[config.mk]
export PLATFORM = sky130hd
export DESIGN_NAME = countdown_timer
export DESIGN_NICKNAME = d
export VERILOG_FILES = /design/src/rtl/timer_pkg.sv /design/src/rtl/tick_divider.sv /design/src/rtl/countdown_timer.sv
export SDC_FILE = /design/constraint.sdc
export NUM_CORES = 1
export LEC_CHECK = 0
export ABC_AREA = 1
export CAP_MARGIN = 20
export CORE_MARGIN = 2
export CORE_UTILIZATION = 35
export DETAILED_ROUTE_END_ITERATION = 12
export GPL_TIMING_DRIVEN = 0
export REMOVE_ABC_BUFFERS = 1
export SKIP_LAST_GASP = 1
export SYNTH_ARGS = -nofsm -noshare
export SYNTH_HDL_FRONTEND = slang
export SYNTH_HIERARCHICAL = 1
export SYNTH_SLANG_ARGS = --single-unit
[constraint.sdc]
create_clock -name clk -period 4 [get_ports clk]
set_clock_uncertainty 0.15 [all_clocks]
set_input_delay 0.8 -clock clk [delete_from_list [all_inputs] [get_ports clk]]
set_output_delay 0.8 -clock clk [all_outputs]
set_load 0.005 [all_outputs]
[src/rtl/timer_pkg.sv]
// Shared definitions for the countdown timer: FSM state encoding and prescaler divide helper.
package timer_pkg;

  typedef enum logic [1:0] {
    ST_IDLE    = 2'd0,
    ST_RUN     = 2'd1,
    ST_PAUSED  = 2'd2,
    ST_EXPIRED = 2'd3
  } state_t;

  // Zero tick rate yields DIV=0, which the divider rejects at elaboration.
  function automatic int unsigned calc_div(input int unsigned clk_hz,
                                           input int unsigned tick_hz);
    return (tick_hz == 0) ? 0 : clk_hz / tick_hz;
  endfunction

endpackage

[src/rtl/tick_divider.sv]
// System-clock prescaler: strobes combinationally on the last cycle of each unit while enabled.
module tick_divider #(
  parameter int unsigned CLK_HZ  = 50000000,
  parameter int unsigned TICK_HZ = 1
) (
  input  logic clk,
  input  logic rst_n,
  input  logic clr,
  input  logic en,
  output logic strobe
);
  import timer_pkg::*;

  localparam int unsigned DIV = calc_div(CLK_HZ, TICK_HZ);
  localparam int unsigned PW  = (DIV < 2) ? 1 : $clog2(DIV);
  localparam logic [PW-1:0] LAST = PW'(DIV - 1);

  if (DIV < 2) begin : g_bad_div
    $error("tick_divider: CLK_HZ/TICK_HZ must be at least 2");
  end

  logic [PW-1:0] r_cnt;

  // Holding (rather than clearing) while disabled lets a pause resume mid-unit.
  always_ff @(posedge clk or negedge rst_n) begin
    if (!rst_n) begin
      r_cnt <= '0;
    end else if (clr) begin
      r_cnt <= '0;
    end else if (en) begin
      r_cnt <= (r_cnt == LAST) ? '0 : r_cnt + PW'(1);
    end
  end

  assign strobe = en && (r_cnt == LAST);

endmodule

[src/rtl/countdown_timer.sv]
// Game-round countdown timer: load/pause/auto-reload FSM around a per-unit prescaler.
module countdown_timer #(
  parameter int unsigned WIDTH   = 5,
  parameter int unsigned CLK_HZ  = 50000000,
  parameter int unsigned TICK_HZ = 1
) (
  input  logic             clk,
  input  logic             rst_n,
  input  logic             load,
  input  logic [WIDTH-1:0] load_val,
  input  logic             pause,
  input  logic             reload_en,
  output logic [WIDTH-1:0] timeleft,
  output logic             running,
  output logic             end_f,
  output logic             end_pulse,
  output logic             tick
);
  import timer_pkg::*;

  logic [1:0]       r_rst_sync;
  logic             w_rst_n;
  state_t           r_state;
  state_t           w_state_nxt;
  logic [WIDTH-1:0] r_timeleft;
  logic [WIDTH-1:0] r_reload;
  logic [WIDTH-1:0] w_timeleft_nxt;
  logic [WIDTH-1:0] w_reload_nxt;
  logic             r_running;
  logic             r_end_f;
  logic             r_end_pulse;
  logic             r_tick;
  logic             w_running_nxt;
  logic             w_end_f_nxt;
  logic             w_end_pulse_nxt;
  logic             w_tick_nxt;
  logic             w_div_en;
  logic             w_div_strobe;
  logic             w_expire;

  // Reset asserts immediately but releases on a clock edge.
  always_ff @(posedge clk or negedge rst_n) begin
    if (!rst_n) begin
      r_rst_sync <= '0;
    end else begin
      r_rst_sync <= {r_rst_sync[0], 1'b1};
    end
  end

  assign w_rst_n = r_rst_sync[1];

  // PAUSED with pause low counts on the release edge, same as RUN.
  assign w_div_en = !load && !pause &&
                    ((r_state == ST_RUN) || (r_state == ST_PAUSED));

  tick_divider #(
    .CLK_HZ (CLK_HZ),
    .TICK_HZ(TICK_HZ)
  ) u_div (
    .clk   (clk),
    .rst_n (w_rst_n),
    .clr   (load),
    .en    (w_div_en),
    .strobe(w_div_strobe)
  );

  assign w_expire = w_div_strobe && (r_timeleft == WIDTH'(1));

  always_ff @(posedge clk or negedge w_rst_n) begin
    if (!w_rst_n) begin
      r_state     <= ST_IDLE;
      r_timeleft  <= '0;
      r_reload    <= '0;
      r_running   <= 1'b0;
      r_end_f     <= 1'b0;
      r_end_pulse <= 1'b0;
      r_tick      <= 1'b0;
    end else begin
      r_state     <= w_state_nxt;
      r_timeleft  <= w_timeleft_nxt;
      r_reload    <= w_reload_nxt;
      r_running   <= w_running_nxt;
      r_end_f     <= w_end_f_nxt;
      r_end_pulse <= w_end_pulse_nxt;
      r_tick      <= w_tick_nxt;
    end
  end

  always_comb begin
    w_state_nxt    = r_state;
    w_timeleft_nxt = r_timeleft;
    w_reload_nxt   = r_reload;
    if (load) begin
      w_timeleft_nxt = load_val;
      w_reload_nxt   = load_val;
      w_state_nxt    = (load_val == '0) ? ST_EXPIRED : ST_RUN;
    end else begin
      unique case (r_state)
        ST_IDLE: begin
          w_state_nxt = ST_IDLE;
        end
        ST_RUN, ST_PAUSED: begin
          if (pause) begin
            w_state_nxt = ST_PAUSED;
          end else begin
            w_state_nxt = ST_RUN;
            if (w_expire) begin
              if (reload_en && (r_reload != '0)) begin
                w_timeleft_nxt = r_reload;
              end else begin
                w_timeleft_nxt = '0;
                w_state_nxt    = ST_EXPIRED;
              end
            end else if (w_div_strobe) begin
              w_timeleft_nxt = r_timeleft - WIDTH'(1);
            end
          end
        end
        ST_EXPIRED: begin
          w_state_nxt = ST_EXPIRED;
        end
        default: begin
          w_state_nxt = ST_IDLE;
        end
      endcase
    end
  end

  always_comb begin
    w_running_nxt   = (w_state_nxt == ST_RUN);
    w_end_f_nxt     = (w_state_nxt == ST_EXPIRED);
    w_tick_nxt      = w_div_strobe;
    w_end_pulse_nxt = load ? (load_val == '0) : w_expire;
  end

  assign timeleft  = r_timeleft;
  assign running   = r_running;
  assign end_f     = r_end_f;
  assign end_pulse = r_end_pulse;
  assign tick      = r_tick;

endmodule
# Yosys cells after proc, flatten, opt, wreduce, memory -nomap -nowiden
# Cells that the tools add are included.
op_classes:
  n_shift: 0
  eq_ne: 8
  add_sub_neg: 2
  n_mul: 0
  reduce_logical: 16
  bitwise: 0
  order_cmp: 0
  n_div: 0
  n_mux: 16
ops:
  columns: ["operator", "count"]
  rows:
  - ["two-way mux 26 bit", 3]
  - ["two-way mux 5 bit", 6]
  - ["adder 26 x 1 -> 26 bit, second input constant", 1]
  - ["equality test 26 bit, second input constant", 1]
  - ["two-way mux 2 bit", 5]
  - ["equality test 2 bit, second input constant", 3]
  - ["one-hot mux 2 bit (3 select lines)", 1]
  - ["equality test 5 x 1 -> 1 bit, second input constant", 1]
  - ["logical AND 1 bit", 5]
  - ["zero test 5 bit", 1]
  - ["nonzero test 5 bit", 1]
  - ["subtractor 5 x 1 -> 5 bit, second input constant", 1]
  - ["equality test 2 x 1 -> 1 bit, second input constant", 2]
  - ["nonzero test 2 bit", 2]
  - ["AND reduction 3 bit", 1]
  - ["nonzero test 3 bit", 1]
  - ["zero test 1 bit", 2]
  - ["zero test 2 bit", 1]
  - ["!= test 2 bit, second input constant", 1]
  - ["OR reduction 2 bit", 1]
  - ["logical OR 1 bit", 1]
  - ["two-way mux 1 bit", 1]
totals:
  n_memories: 0
  ff_bits: 44
  inputBits: 10
  elab_cells: 51
  rom_bits: 0
  ram_bits: 0
  out_inout_bits: 9
  latch_bits: 0

# Depth between registers and ports, before layout
# Gate-level depths: netlist (run 1).
depth:
  ltp_word: 10
  mapped_depth: 16
  mapped_depth_nobuf: 16

# By module
# Netlist (run 1), hierarchy kept.
by_module_without_submodules:
  columns: ["mod", "cells_each", "area_per_inst_um2", "instances"]
  rows:
  - ["tick_divider", 246, 1687.9, 1]
  - ["countdown_timer", 106, 934.6, 1]

# Worst setup path before layout (run 1)
# No wires, ideal clock.
synth_path:
  path_type: "input -> register"
  from: "in load"
  to: "reg r_running, in the netlist running"
  slack_ns: 1.641
  setup_ns: 0.128
  t_required_ns: 3.722
  path_stages: 13
  t_arrival_ns: 2.081
  path_cell_list: "clkbuf_1 -> nor2_1 -> inv_1 -> nor2_1 -> nand2_1 -> nor2_8 -> nand2_4 -> nand2_2 -> nand2_1 -> nand2_1 -> nand2_2 -> nand2_2 -> nor2_1"
synth_via:
  elab_chain_cells: 10
synth_rtl:
  columns: ["element", "line_no", "rtl"]
  rows:
  - ["start, declared", "countdown_timer.sv:9", "input logic load,"]
  - ["zero test 1 bit", "countdown_timer.sv:53", "assign w_div_en = !load && !pause &&"]
  - ["logical AND 1 bit (2 in a row)", "countdown_timer.sv:53", null]
  - ["via w_div_en", "countdown_timer.sv:37", "logic w_div_en;"]
  - ["logical AND 1 bit", "tick_divider.sv:35", "assign strobe = en && (r_cnt == LAST);"]
  - ["via w_div_strobe", "countdown_timer.sv:38", "logic w_div_strobe;"]
  - ["logical AND 1 bit", "countdown_timer.sv:67", "assign w_expire = w_div_strobe && (r_timeleft == WIDTH'(1));"]
  - ["two-way mux 2 bit", "countdown_timer.sv:107", "if (w_expire) begin"]
  - ["two-way mux 2 bit", "countdown_timer.sv:103", "if (pause) begin"]
  - ["one-hot mux 2 bit (3 select lines)", "countdown_timer.sv:98", "unique case (r_state)"]
  - ["two-way mux 2 bit", "countdown_timer.sv:93", "if (load) begin"]
  - ["via w_state_nxt[1]", "countdown_timer.sv:24", "state_t w_state_nxt;"]
  - ["equality test 2 x 1 -> 1 bit", "countdown_timer.sv:130", "w_running_nxt = (w_state_nxt == ST_RUN);"]
  - ["via w_running_nxt", "countdown_timer.sv:33", "logic w_running_nxt;"]
  - ["end signal, assigned", "countdown_timer.sv:82", "r_running <= w_running_nxt;"]
  - ["end, declared", "countdown_timer.sv:29", "logic r_running;"]
# The timed path passes the listed nets, and every way through them passes these cells.
# A chain may end at the register's enable or synchronous reset.

# Worst setup path after layout (run 1)
layout_path:
  from: "in load"
  to: "reg u_div.r_cnt[24]"
layout_via:
  elab_chain_cells: 4
  word_cells_on_any_way: 5
layout_rtl:
  columns: ["element", "line_no", "rtl"]
  rows:
  - ["zero test 1 bit", "countdown_timer.sv:53", null]
  - ["logical AND 1 bit (2 in a row)", "countdown_timer.sv:53", null]
  - ["via w_div_en", "countdown_timer.sv:37", null]
  - ["nonzero test 2 bit (no line)", null, null]
  - ["end signal, assigned", "tick_divider.sv:31", "r_cnt <= (r_cnt == LAST) ? '0 : r_cnt + PW'(1);"]
  - ["end, declared", "tick_divider.sv:22", "logic [PW-1:0] r_cnt;"]
# The timed path passes the listed nets, and every way through them passes these cells.

==> results.json, run 1 <==
{
  "yosysTopAreaCell": "dfrtp_1",
  "synthTopCellsByArea": "dfrtp_1 42%, nand2_1 12%, nor2_1 8.4%, inv_1 6.6%, nand3_1 4.6%",
  "multi_input_area_sq_um": 1300,
  "placed_cells": 466,
  "antenna_found_initial": 0,
  "cts_setup_buffers": 0,
  "n_antenna_cell": 0,
  "clock_latency_ns": 0.30,
  "cts_tree": "done",
  "clockRootBuffer": "clkbuf_8",
  "area_growth_pct": 14.79,
  "synth.distinct_cells": 31,
  "synth_top_area_share_pct": 41.98,
  "clk_pin_slew_worst_paths_ns": 0.09,
  "gp_congestion": 0.8838,
  "clk_path_buf_depth": 2,
  "htreeDepth": 2,
  "critPathCaptureType": "register",
  "yosysMostFrequentCell": "nand2_1",
  "grt_max_degree": 32,
  "die_h_um": 90.56,
  "hold_path.class": "reg -> async",
  "wirelength_um": 5628,
  "setup_viol": 0,
  "regArea_sq_um": 1102,
  "fin_cells": 474,
  "synth-warning-count": 6,
  "rsz0062_at_grt": "false",
  "ant_nets": 0,
  "start_util_pct": 36.16,
  "via_per_inst": 4.696,
  "powerDensity_nw_per_um2": 303.6,
  "setup_ws_ns": 0.5228,
  "syn_avg_cell_area_sq_um": 7.450,
  "cp-startpoint": "load",
  "dp_hpwl_um": 4230,
  "cts_resized": 0,
  "fin_crit_sh_pct": 86.93,
  "slew_headroom_pct": 45.79,
  "cts.sink_count": 44,
  "placed_area_sq_um": 2915,
  "ys_seq_area_share_pct": 41.98,
  "synth_top_flop_cell": "dfrtp_1",
  "synth-edff-count": 0,
  "die_w_um": 90.56,
  "r2r_start": "r_state[0]",
  "setup_tns_ns": 0,
  "synth_commonest_cells": "83 x nand2_1, 59 x nor2_1, 46 x inv_1",
  "dp_slack_ns": 0.2375,
  "cap_violations": 0,
  "netlist_area_sq_um": 2623,
  "worstPathMaxFanout": 24,
  "postCtsHoldBufs": 0,
  "vias": 2226,
  "grt_pass1_wl_um": 10050,
  "fin_nets": 389,
  "critPathLaunchType": "input port",
  "synth-seq-cells": 44,
  "syn-instance-count": 352,
  "critPathKind": "in -> reg",
  "required_ns": 4.09,
  "min_period_ns": 3.477,
  "power.leakage_nw": 1.322,
  "fmax_ghz": 0.2876,
  "drive_gt1_share_pct": 11.73,
  "wl_per_cell_um": 11.87,
  "core_sq_um": 7253,
  "crit_arrival_ns": 3.56,
  "grt_usage_pct": 15.06,
  "async_reset_ff_share_pct": 100.0,
  "status": "completed",
  "hold_violations": 0,
  "gr-total-overflow": 0,
  "drt_first_pass_iters": 4,
  "numPortBuffers": 18,
  "numCtsBuffers": 5,
  "finish.instance_area_sq_um": 3010,
  "fill_cells": 764,
  "fp.dieArea_sq_um": 8201,
  "tightestPinTransition_ns": 0.8123,
  "ir_worst_vdd_v": 0.0001508,
  "drc": 0,
  "grt_pass1_vias": 2155,
  "io_pins": 19,
  "drv_slew": 0,
  "whs_ns": 0.002135,
  "num_rows": 31,
  "drtIter0Drc": 115
}
registers in the layout, indices dropped and copies added (netlist names):
signal       cells
tick             1
timeleft         5
end_pulse        1
u_div/r_cnt     26
r_rst_sync       2
end_f            1
running          1
r_state          2
r_reload         5
critical path, stage by stage:
cell and delay, ns:
clkdlybuf4s50_1 0.73, nor2_1 0.40, nor2_1 0.17, inv_1 0.65, nand3_1 0.33, nor2_1 0.21, nand2_1 0.07, nand2_1 0.06
nand2_1 0.05, nor2_2 0.10
kinds of logic (layout without fill, tap and decap cells):
logic type,after synthesis,in the layout,synth area share (%)
other,1,1,0.1430
AO/OA/AOI/OAI,26,26,5.725
buffers and inverters,53,76,8.445
flip-flops,44,44,41.98
XOR/XNOR,10,10,3.340
AND/OR/NAND/NOR,213,213,37.98
adder cells (fa/ha/maj),5,5,2.385
final timing paths:
check	endpoint	slack (ns)	depth (start not counted)
worst min register to register	end_f	0.002	0
worst max register to register	u_div/r_cnt[24]	1.11	12
worst min-delay path	end_f	0.002	0
worst max-delay path	u_div/r_cnt[24]	0.52	10
min in group clk	r_rst_sync[1]	0.21	0
max in group asynchronous	r_rst_sync[1]	3.06	1
where the power goes:
part | switching (mW) | total (mW) | internal, mW
combinational | 0.0771 | 0.131 | 0.0541
clock | 0.169 | 0.298 | 0.129
sequential | 0.0185 | 0.485 | 0.467
total | 0.264 | 0.914 | 0.649
area by class of cell:
cell class / instances / area share (%)
Clock buffer: 5 / 2.286
Clock inverter: 3 / 0.8728
Inverter: 49 / 6.276
Multi-Input combinational cell: 255 / 43.18
Sequential cell: 44 / 36.62
Tap cell: 99 / 4.115
Timing Repair Buffer: 19 / 6.650
layer usage:
| metal | GRT usage (%) | vias to the layer above | share of wire [%] |
|---|---|---|---|
| li1 | - | 1142 | - |
| met1 | 20.09 | 1043 | 48 |
| met2 | 25.56 | 41 | 49 |
| met3 | 3.088 | 0 | 3.1 |
| met4 | 2.692 | 0 | 0 |
| met5 | 0 | - | 0 |
cell usage in the layout, fill, tap and decap left out, drive strengths merged:
master and count:
ha 5, buf 1, nand2 94, clkbuf 5
conb 1, a2bb2oi 1, nor3 4, nand4 12
clkinv 2, clkdlybuf4s50 18, dfrtp 44, nor4 1
xnor2 2, o211ai 4, a21oi 5, nor2b 1
nor2 77, inv 50, a21o 1, xor2 8
nand3 24, o21ai 15
per-stage QoR:
step | utilization (%) | power (mW)
2_1_floorplan | - | 0.5724
3_3_place_gp | 39.90 | 0.6223
3_5_place_dp | 40.19 | 0.6268
4_1_cts | 41.50 | 0.9297
5_1_grt | 41.50 | 0.9733
6_report | 41.50 | 0.9139
Power figures use the tool's default switching activity.
==> run 2, diff against run 1 <==
--- a/config.mk
+++ b/config.mk
@@ -7,10 +7,14 @@
 export LEC_CHECK = 0
 export ABC_AREA = 1
 export CAP_MARGIN = 20
+export CELL_PAD_IN_SITES_DETAIL_PLACEMENT = 1
+export CELL_PAD_IN_SITES_GLOBAL_PLACEMENT = 2
 export CORE_MARGIN = 2
-export CORE_UTILIZATION = 35
+export CORE_UTILIZATION = 37
+export CTS_CLUSTER_DIAMETER = 100
 export DETAILED_ROUTE_END_ITERATION = 12
 export GPL_TIMING_DRIVEN = 0
+export PLACE_DENSITY_LB_ADDON = 0.1
 export REMOVE_ABC_BUFFERS = 1
 export SKIP_LAST_GASP = 1
 export SYNTH_ARGS = -nofsm -noshare
==> results.json, run 2 (synthesis results as in run 1) <==
{
  "ir_worst_vdd_v": 0.0001465,
  "grt_max_degree": 25,
  "io_pins": 19,
  "tightestPinTransition_ns": 0.8544,
  "dp_slack_ns": 0.1257,
  "grt_pass1_wl_um": 12170,
  "fp.dieArea_sq_um": 7777,
  "gr-total-overflow": 0,
  "numPortBuffers": 18,
  "drive_gt1_share_pct": 11.73,
  "cts_resized": 0,
  "die_w_um": 88.19,
  "fmax_ghz": 0.2841,
  "mostFrequentLayoutCell": "nand2_1",
  "n_antenna_cell": 0,
  "power.leakage_nw": 1.334,
  "postCtsHoldBufs": 0,
  "fin_util_pct": 44.40,
  "wirelength_um": 6884,
  "clockRootBuffer": "clkbuf_8",
  "fin_nets": 389,
  "die_h_um": 88.19,
  "ant_nets": 0,
  "largest_register_ffs": 26,
  "drt_first_pass_iters": 4,
  "grt_pass1_vias": 2527,
  "num_rows": 30,
  "setup_viol": 0,
  "top_register": "u_div/r_cnt",
  "fin_crit_sh_pct": 87.98,
  "antenna_found_initial": 0,
  "drv_slew": 0,
  "final_cell_mix": "83 x nand2_1, 59 x nor2_1, 46 x inv_1, 43 x dfrtp_1, 24 x nand3_1",
  "hold_violations": 0,
  "cts.sink_count": 44,
  "critPathKind": "in -> reg",
  "numCtsBuffers": 5,
  "vias": 2286,
  "clk_pin_slew_worst_paths_ns": 0.09,
  "min_period_ns": 3.519,
  "crit_arrival_ns": 3.60,
  "critPathLaunchType": "input port",
  "via_per_inst": 4.854,
  "clock_latency_ns": 0.30,
  "reg2reg_slack_ns": 1.08,
  "slew_headroom_pct": 42.97,
  "wl_per_cell_um": 14.62,
  "core_sq_um": 6832,
  "area_growth_pct": 15.65,
  "setup_tns_ns": 0,
  "worstPathMaxFanout": 24,
  "finish.instance_area_sq_um": 3033,
  "grt_usage_pct": 20.24,
  "cap_violations": 0,
  "rsz0062_at_grt": "false",
  "critPathCaptureType": "register",
  "required_ns": 4.08,
  "placed_area_sq_um": 2912,
  "hold_path.class": "reg -> async",
  "setup_ws_ns": 0.4806,
  "status": "completed",
  "htreeDepth": 2,
  "drtIter0Drc": 142,
  "dp_hpwl_um": 5289,
  "cts_setup_buffers": 0,
  "clk_path_buf_depth": 2,
  "cts_tree": "done",
  "powerDensity_nw_per_um2": 326.9,
  "start_util_pct": 38.39,
  "gp_congestion": 0.7901,
  "drc": 0
}
run 2: worst paths after layout:
kind,start,to,cells after the start
max,load,u_div/r_cnt[24],10
min,r_rst_sync[1],u_div/r_cnt[13],0
max reg2reg,r_state[0],u_div/r_cnt[24],12
min reg2reg,r_rst_sync[1],u_div/r_cnt[13],0
max in group asynchronous,rst_n,r_rst_sync[1],1
min in group clk,r_rst_sync[0],r_rst_sync[1],0
run 2: cell type report:
type	instances	area, sq um
Fill cell	874	3799
Multi-Input combinational cell	255	1300
Sequential cell	44	1102
Timing Repair Buffer	19	200.2
Inverter	49	188.9
Tap cell	96	120.1
Clock buffer	6	82.58
Clock inverter	2	38.79
run 2: per-layer routing:
| metal | global-route usage [%] | share of wire (%) | wire length [um] | vias up |
|---|---|---|---|---|
| met4 | 7.163 | 2.0 | 135 | 0 |
| met2 | 32.33 | 46 | 3170 | 29 |
| li1 | - | - | - | 1143 |
| met1 | 28.15 | 50 | 3428 | 1103 |
| met5 | 0 | 0 | 0 | - |
| met3 | 2.733 | 2.2 | 150 | 11 |
run 2: where the power goes:
group,switching [mW],internal [mW]
registers,0.0213,0.467
logic,0.0798,0.0544
clock network,0.165,0.204
total,0.266,0.725
run 2: stage by stage:
step / hold slack [ns] / total power, mW / cells
3_5_place_dp: 0.08917 / 0.6333 / 463
5_1_grt: 0.1140 / 1.048 / 471
4_1_cts: 0.09540 / 1.008 / 471
2_1_floorplan: 0.1812 / 0.5724 / 348
3_3_place_gp: 0.1939 / 0.6286 / 462
6_report: 0.07090 / 0.9916 / 471
run 2: worst max-delay path: stages:
cell and delay (ns):
clkdlybuf4s50_1 0.73, nor2_1 0.41, nor2_1 0.17, inv_1 0.68, nand3_1 0.30, nor2_1 0.21
nand2_1 0.08, nand2_1 0.06, nand2_1 0.06, nor2_2 0.10
==> run 3, diff against run 2 <==
--- a/config.mk
+++ b/config.mk
@@ -7,14 +7,13 @@
 export LEC_CHECK = 0
 export ABC_AREA = 1
 export CAP_MARGIN = 20
-export CELL_PAD_IN_SITES_DETAIL_PLACEMENT = 1
-export CELL_PAD_IN_SITES_GLOBAL_PLACEMENT = 2
+export CORE_ASPECT_RATIO = 0.7
 export CORE_MARGIN = 2
-export CORE_UTILIZATION = 37
+export CORE_UTILIZATION = 55
 export CTS_CLUSTER_DIAMETER = 100
 export DETAILED_ROUTE_END_ITERATION = 12
 export GPL_TIMING_DRIVEN = 0
-export PLACE_DENSITY_LB_ADDON = 0.1
+export PLACE_DENSITY = 0.75
 export REMOVE_ABC_BUFFERS = 1
 export SKIP_LAST_GASP = 1
 export SYNTH_ARGS = -nofsm -noshare
==> results.json, run 3 (synthesis results as in run 1) <==
{
  "status": "completed",
  "required_ns": 4.08,
  "postCtsHoldBufs": 0,
  "drt_first_pass_iters": 5,
  "drtIter0Drc": 275,
  "cp_slowest_stage_delay_ns": 0.72,
  "cts.sink_count": 44,
  "cpLargestDelayFamily": "simple AND/OR/NAND/NOR gates",
  "p_int_mw": 0.6789,
  "placed_cells": 422,
  "combPwrFrac_pct": 14.4,
  "clock_latency_ns": 0.30,
  "placed_area_sq_um": 2860,
  "tightestPinTransition_ns": 0.7806,
  "hold_path.class": "reg -> async",
  "top_register": "u_div/r_cnt",
  "fp.dieArea_sq_um": 5346,
  "io_pins": 19,
  "vias": 2297,
  "power.leakage_nw": 1.324,
  "clockRootBuffer": "clkbuf_8",
  "critPathKind": "in -> reg",
  "slowest_stage": "clkdlybuf4s50_1",
  "gp_congestion": 0.9131,
  "numPortBuffers": 18,
  "finish.instance_area_sq_um": 2960,
  "mostFrequentLayoutCell": "nand2_1",
  "grt_max_degree": 31,
  "numCtsBuffers": 5,
  "r2r_start": "r_state[0]",
  "p_switching_mw": 0.2449,
  "fin_crit_sh_pct": 88.07,
  "setup_tns_ns": 0,
  "clk_pin_slew_worst_paths_ns": 0.08,
  "critPathLaunchType": "input port",
  "antenna_found_initial": 0,
  "core_sq_um": 4454,
  "min_period_ns": 3.523,
  "die_h_um": 61.78,
  "cap_violations": 0,
  "cp.depth": 10,
  "reg2reg_slack_ns": 1.04,
  "ir_worst_vdd_v": 0.0002643,
  "cts_setup_buffers": 0,
  "power_frac_clock_pct": 33.1,
  "ant_nets": 0,
  "dp_hpwl_um": 4498,
  "setup_viol": 0,
  "clk_path_buf_depth": 2,
  "via_per_inst": 5.342,
  "grt_usage_pct": 23.40,
  "rsz0062_at_grt": "false",
  "worstPathCellList": "clkdlybuf4s50_1 -> nor2_1 -> nor2_1 -> inv_1 -> nand3_1 -> nor2_1 -> nand2_1 -> nand2_1 -> nand2_1 -> nor2_2",
  "gr-total-overflow": 0,
  "n_antenna_cell": 0,
  "cts_resized": 0,
  "cts_tree": "done",
  "whs_ns": 0.01092,
  "swShare_pct": 26.51,
  "fmax_ghz": 0.2838,
  "worstPathMaxFanout": 24,
  "drive_gt1_share_pct": 11.47,
  "powerDensity_nw_per_um2": 312.1,
  "p_total_mw": 0.9238,
  "grt_pass1_vias": 1934,
  "cp-startpoint": "load",
  "fin_cells": 430,
  "start_util_pct": 58.88,
  "hold_violations": 0,
  "die_w_um": 86.54,
  "drv_slew": 0,
  "crit_arrival_ns": 3.60,
  "critPathCaptureType": "register",
  "path_buf_inv": 2,
  "largest_register_ffs": 26,
  "fin_nets": 389,
  "wl_per_cell_um": 13.35,
  "slew_headroom_pct": 47.90,
  "final_cell_mix": "83 x nand2_1, 59 x nor2_1, 46 x inv_1, 43 x dfrtp_1, 24 x nand3_1",
  "wirelength_um": 5742,
  "drc": 0,
  "htreeDepth": 2,
  "reg2reg_to": "u_div/r_cnt[24]",
  "area_growth_pct": 12.88,
  "p_seq_share_pct": 52.5,
  "ff2ff_path_depth": 12,
  "num_rows": 20,
  "grt_pass1_wl_um": 9384
}
## run 3: power by group through the flow
stage	clock network (mW)	registers, mW	logic [mW]
after floorplan	0	0.495	0.0774
after global placement	0	0.499	0.121
after detailed placement	0	0.494	0.132
after CTS	0.310	0.485	0.133
after global routing	0.326	0.489	0.150
final	0.306	0.485	0.133
## run 3: area by class of cell
type | instances | area (sq um)
well taps | 55 | 68.82
clock buffers | 8 | 100.1
flip-flops and latches | 44 | 1102
repair buffers | 19 | 200.2
fillers | 389 | 1494
multi-input cells | 255 | 1300
inverters | 49 | 188.9
## run 3: worst max path at each step
stage                                 end  slack [ns]
after floorplan           u_div/r_cnt[24]        1.54
after global placement    u_div/r_cnt[24]        0.30
after detailed placement  u_div/r_cnt[24]        0.24
after CTS                 u_div/r_cnt[24]        0.55
after global routing      u_div/r_cnt[24]        0.21
final                     u_div/r_cnt[24]        0.48
## run 3: worst reg2reg max path: stages, from the launching register on
cell	delay, ns
dfrtp_1	0.35
inv_1	0.05
ha_1	0.32
nand2_1	0.10
nor2_1	0.25
nor2_1	0.16
inv_1	0.63
nand3_1	0.35
nor2_1	0.24
nand2_1	0.07
nand2_1	0.07
nand2_1	0.06
nor2_2	0.10
## run 3: routing by layer
layer  vias up  GRT usage, %  routed length (um)
li1       1146             -                   -
met5         -             0                   0
met2        87         31.87                2220
met1      1056         37.26                3073
met4         0         6.250                  68
met3         8         5.152                 381
## run 3: metrics by stage
step,setup slack [ns],util [%]
2_1_floorplan,1.543,-
3_3_place_gp,0.2951,63.74
3_5_place_dp,0.2434,64.21
4_1_cts,0.5483,66.46
5_1_grt,0.2106,66.46
6_report,0.4770,66.46
